===== src/rtl/mac_sched_pkg.sv =====
// rtl/mac_sched_pkg.sv - shared types and defaults for mac_scheduler
//
// Purpose: FSM state type, datapath size defaults and channel indices
//          used by mac_scheduler and its round-robin arbiter.
// Ports:   none (package).
package mac_sched_pkg;

    localparam int P_TAPS   = 32;
    localparam int P_ADDR_W = 5;
    localparam int P_ACC_W  = 21;

    localparam logic CH_I = 1'b0;
    localparam logic CH_Q = 1'b1;

    typedef enum logic [1:0] {
        IDLE,
        MAC,
        DRAIN,
        OUT
    } state_t;

endpackage


===== src/rtl/mac_scheduler_rr_arbiter.sv =====
// rtl/mac_scheduler_rr_arbiter.sv - two-requester round-robin arbiter
//
// Purpose: picks one of two eligible requesters; the channel served last
//          loses a tie. The pointer only moves when a pass is completed.
// Ports:
//   clk, reset_n : clock, asynchronous active-low reset
//   i_req        : per-channel request level
//   i_mask       : channels excluded this cycle
//   i_update     : a pass for i_upd_ch has just completed
//   i_upd_ch     : channel whose pass completed
//   o_grant      : winning channel index (combinational)
//   o_valid      : at least one eligible requester (combinational)
module rr_arbiter (
    input  logic       clk,
    input  logic       reset_n,
    input  logic [1:0] i_req,
    input  logic [1:0] i_mask,
    input  logic       i_update,
    input  logic       i_upd_ch,
    output logic       o_grant,
    output logic       o_valid
);
    import mac_sched_pkg::*;

    logic       r_last;
    logic [1:0] w_elig;

    assign w_elig  = i_req & ~i_mask;
    assign o_valid = |w_elig;
    // Tie: the channel that was not served last wins; otherwise the lone requester.
    assign o_grant = (&w_elig) ? ~r_last : w_elig[1];

    // Starting with Q as "last served" gives I priority after reset.
    always_ff @(posedge clk or negedge reset_n) begin
        if (!reset_n) begin
            r_last <= CH_Q;
        end else if (i_update) begin
            r_last <= i_upd_ch;
        end
    end

endmodule


===== src/rtl/mac_scheduler.sv =====
// rtl/mac_scheduler.sv - time-shares one FIR MAC datapath between I and Q channels
//
// Purpose: arbitrates I/Q pass requests, walks the taps on the delay line and
//          coefficient ROM, sequences the MAC, captures the accumulator and
//          hands the result out over a valid/ready handshake with an ack pulse.
// Ports:
//   clk, reset_n         : clock, asynchronous active-low reset
//   req[1:0]             : per-channel request level, held until ack
//   ack[1:0]             : one-cycle pulse on the channel whose result was taken
//   busy                 : high outside IDLE
//   grant_ch             : channel owning the datapath (delay-line mux select)
//   line_addr, rom_addr  : tap index into delay line / coefficient ROM
//   mac_en, mac_init     : MAC accumulate enable / load-first-product
//   mac_data             : registered MAC accumulator
//   result_data/_ch      : captured filter output and its channel
//   result_valid/_ready  : output handshake
module mac_scheduler #(
    parameter int P_TAPS   = mac_sched_pkg::P_TAPS,
    parameter int P_ADDR_W = mac_sched_pkg::P_ADDR_W,
    parameter int P_ACC_W  = mac_sched_pkg::P_ACC_W
) (
    input  logic                clk,
    input  logic                reset_n,
    input  logic [1:0]          req,
    output logic [1:0]          ack,
    output logic                busy,
    output logic                grant_ch,
    output logic [P_ADDR_W-1:0] line_addr,
    output logic [P_ADDR_W-1:0] rom_addr,
    output logic                mac_en,
    output logic                mac_init,
    input  logic [P_ACC_W-1:0]  mac_data,
    output logic [P_ACC_W-1:0]  result_data,
    output logic                result_ch,
    output logic                result_valid,
    input  logic                result_ready
);
    import mac_sched_pkg::*;

    state_t              r_state;
    logic [P_ADDR_W-1:0] r_tap;
    logic                w_grant;
    logic                w_grant_valid;
    logic                w_served;

    assign w_served = (r_state == OUT) && result_ready;

    // A channel acked last cycle is masked so a late req drop cannot regrant it.
    rr_arbiter u_arb (
        .clk      (clk),
        .reset_n  (reset_n),
        .i_req    (req),
        .i_mask   (ack),
        .i_update (w_served),
        .i_upd_ch (grant_ch),
        .o_grant  (w_grant),
        .o_valid  (w_grant_valid)
    );

    always_ff @(posedge clk or negedge reset_n) begin
        if (!reset_n) begin
            r_state      <= IDLE;
            r_tap        <= '0;
            ack          <= '0;
            busy         <= 1'b0;
            grant_ch     <= 1'b0;
            line_addr    <= '0;
            rom_addr     <= '0;
            mac_en       <= 1'b0;
            mac_init     <= 1'b0;
            result_data  <= '0;
            result_ch    <= 1'b0;
            result_valid <= 1'b0;
        end else begin
            ack <= '0;
            case (r_state)
                IDLE: begin
                    if (w_grant_valid) begin
                        grant_ch  <= w_grant;
                        busy      <= 1'b1;
                        r_tap     <= '0;
                        line_addr <= '0;
                        rom_addr  <= '0;
                        mac_en    <= 1'b1;
                        mac_init  <= 1'b1;
                        r_state   <= MAC;
                    end
                end
                MAC: begin
                    mac_init <= 1'b0;
                    if (r_tap == P_ADDR_W'(P_TAPS - 1)) begin
                        // Addresses keep the last tap; only the enable drops.
                        mac_en  <= 1'b0;
                        r_state <= DRAIN;
                    end else begin
                        r_tap     <= r_tap + 1'b1;
                        line_addr <= r_tap + 1'b1;
                        rom_addr  <= r_tap + 1'b1;
                    end
                end
                DRAIN: begin
                    // The MAC registers its last product here, so mac_data is complete.
                    result_data  <= mac_data;
                    result_ch    <= grant_ch;
                    result_valid <= 1'b1;
                    r_state      <= OUT;
                end
                OUT: begin
                    if (result_ready) begin
                        result_valid  <= 1'b0;
                        ack[grant_ch] <= 1'b1;
                        busy          <= 1'b0;
                        r_state       <= IDLE;
                    end
                end
                default: r_state <= IDLE;
            endcase
        end
    end

endmodule

===== config.mk =====
export PLATFORM = sky130hd
export DESIGN_NAME = mac_scheduler
export DESIGN_NICKNAME = d
export VERILOG_FILES = /design/src/rtl/mac_sched_pkg.sv /design/src/rtl/mac_scheduler_rr_arbiter.sv /design/src/rtl/mac_scheduler.sv
export SDC_FILE = /design/constraint.sdc
export NUM_CORES = 1
export LEC_CHECK = 0
export ABC_AREA = 1
export BUFFER_PORTS_ARGS = -buffer_cell sky130_fd_sc_hd__buf_4
export CORE_ASPECT_RATIO = 1.5
export CORE_MARGIN = 1
export CORE_UTILIZATION = 30
export DETAILED_ROUTE_END_ITERATION = 16
export HOLD_SLACK_MARGIN = 0.1
export PLACE_DENSITY = 0.61
export REMOVE_ABC_BUFFERS = 1
export SLEW_MARGIN = 20
export SYNTH_ARGS = -nofsm -noshare
export SYNTH_HDL_FRONTEND = slang
export SYNTH_SLANG_ARGS = --single-unit

===== constraint.sdc =====
create_clock -name clk -period 2.2 [get_ports clk]
set_clock_uncertainty 0.2 [all_clocks]
set_input_delay 0.22 -clock clk [delete_from_list [all_inputs] [get_ports clk]]
set_output_delay 0.22 -clock clk [all_outputs]
set_load 0.02 [all_outputs]

==> results.md <==
- Status: finished clean
- Nets: 317
- Largest cells by area after synthesis: dfrtp_1 (54%), nand2_1 (21%), ha_1 (6.0%)
- Cell area after synthesis: 1665 um2
- Minimum clock period: 1.794 ns
- Area Growth Syn to Fin: 53.42%
- Initial Util: 31.75%
- Final worst-path cycle share: 81.53%
- Setup crit start kind: register
- Achievable Freq: 557.5 MHz
- Yosys top cell by area: dfrtp_1
- H-tree depth: 2
- Vias in the first global route: 1525
- Vias per cell: 4.310
- Synth unique cells: 19
- Final setup vio count: 0
- Post-Route WL: 3647 um
- # placed instances: 319
- Final hold viol count: 0
- CTS tree: yes
- Max-cap viol count: 0
- Clock-pin slew on the worst setup and hold paths: 0.08 ns
- Worst hold path class: in -> reg
- CP Capture Type: register
- WL per Instance: 10.36 um
- Met1 Use GR: 14.32%
- Die area: 5859 um2
- # diodes: 0
- GRT busiest layer: met2
- Worst slew pin tran: 0.4657 ns
- Max clock buf depth: 2
- Syn_area_per_cell: 8.584 um2
- RD Place Congestion: 0.7603
- First-pass GRT wire length: 6465 um
- CTS root buffer: clkbuf_8
- Sequential-to-total area share from yosys stat: 55.67%
- DR pass1 iterations: 5
- Core outline area: 5245 um2
- Max VDD drop: 0.5786 mV
- Arr. time, crit path: 1.76 ns
- Vias: 1517
- Setup TNS: 0 ns
- Antenna violations before repair: 0
- Max-slew headroom: 68.96%
- Fillers: 520
- Non-Filler Instances: 352
- Port Buffers: 64
- Leakage Power: 1.381 nW
- Share of the synthesized area in the top cell type: 54.09%
- Clock latency on the worst-skew pair: 0.28 ns
- CP Data Required Time: 2.16 ns
- ANT nets after route: 0
- TritonCTS buffer count: 5
- Layout cells sized above 1: 27.82%
- GRT Total Usage: 13.92%
- Initial DRC Count: 51
- Grt met2 use: 26.72%
- Fin area: 2555 um2
- Remaining global-route overflow: 0
- Worst-path maximum fanout: 7
- Die X: 62.84 um
- Syn Inst Count: 194
- Placed cell areas: 2188 um2
- Cell row count: 32
- Commonest non-fill, non-tap cell in the layout: nand2_1
- Die Y: 93.25 um
- Post-CTS Hold Fix Bufs: 25
- Setup Fix Bufs, Post-CTS: 0
- Most frequent cells in the layout: nand2_1 (92), buf_4 (66), dfrtp_1 (36)
- Synth warnings: 0
- CP Class: reg -> reg
- DP HPWL: 2579 um
- Synth Register Bits: 37
- Final slew viol count: 0
- Routing usage on met3: 2.927%
- Pin count of the biggest net entering global routing: 38
- PwrDens: 1372 nW/um2
- R2r setup slk: 0.41 ns
- Clock sinks: 37
- Post-CTS Resized: 0
- Num ports: 65
- DRC: 0
- RSZ-0062 raised after global routing: no
## synth_stat cells
| library cell | instances |
|---|---|
| nor2_1 | 6 |
| o21ai_1 | 2 |
| dfstp_2 | 1 |
| nand4_1 | 3 |
| dfrtp_1 | 36 |
| buf_4 | 5 |
| o21ai_0 | 7 |
| nor2_2 | 2 |
| ha_1 | 8 |
| or2_1 | 1 |
| nand2_2 | 1 |
| nand2_1 | 92 |
| buf_2 | 4 |
| nand3_2 | 1 |
| o211ai_1 | 1 |
| a21oi_1 | 3 |
| nand3_1 | 8 |
| or2_2 | 1 |
| inv_1 | 12 |
## final timing paths
check	startpoint	end	cells after the start
worst min register to register	result_data[12]	result_data[12]	2
max in group asynchronous	reset_n	u_arb.r_last	2
worst min-delay path	req[0]	mac_en	5
worst max-delay path	r_tap[0]	r_tap[0]	10
worst max register to register	r_tap[0]	r_tap[0]	10
min in group asynchronous	reset_n	mac_en	2
## cells by family after synthesis
logic type,synth area share (%)
AND/OR/NAND/NOR,28.10
flip-flops,55.67
buffers and inverters,6.161
AO/OA/AOI/OAI,4.057
adder cells (fa/ha/maj),6.011
## sequential cells by signal (all words and copies together) (netlist names), 2 cells and up
register     flops
ack              2
r_state          2
r_tap            5
result_data     21
## through the flow
stage / util [%] / hold slack (ns) / worst slack, ns / power, mW
after floorplan: - / -0.2756 / 0.3057 / 2.194
after global placement: 41.72 / 0.01127 / 0.4544 / 2.878
after global routing: 48.71 / 0.2392 / 0.2636 / 3.822
final: 48.71 / 0.1832 / 0.4064 / 3.505
after detailed placement: 41.72 / 0.01464 / 0.4093 / 2.911
after CTS: 48.71 / 0.1808 / 0.3956 / 3.562
## layer usage
layer  up-vias  part of all wire [%]
met2        46                    55
met1       695                    40
met4         0                   1.1
met3         6                   3.7
li1        770                     -
met5         -                     0
## where the power goes
group          leakage, nW  switching (mW)  internal [mW]
sequential           0.459           0.194          0.988
clock               0.0585           0.231          0.370
combinational        0.863            1.01          0.708
total                 1.38            1.44           2.07
## layout make-up
| class | instances | area, um2 | area share [%] |
|---|---|---|---|
| Timing Repair Buffer | 91 | 745.7 | 29.19 |
| Clock inverter | 1 | 30.03 | 1.175 |
| Tap cell | 68 | 85.08 | 3.330 |
| Inverter | 12 | 45.04 | 1.763 |
| Multi-Input combinational cell | 136 | 635.6 | 24.88 |
| Sequential cell | 37 | 927.1 | 36.29 |
| Clock buffer | 7 | 86.33 | 3.379 |
## worst max-delay path, cell delays in order, from the launching register on
cell and delay [ns]:
dfrtp_1 0.45, ha_1 0.25, nand2_1 0.08, nor2_1 0.06
ha_1 0.20, nand2_1 0.07, inv_1 0.04, nor2_2 0.09
nand2_2 0.11, nand2_1 0.07, o21ai_0 0.07
No activity file was read; power rests on OpenSTA's default activity.
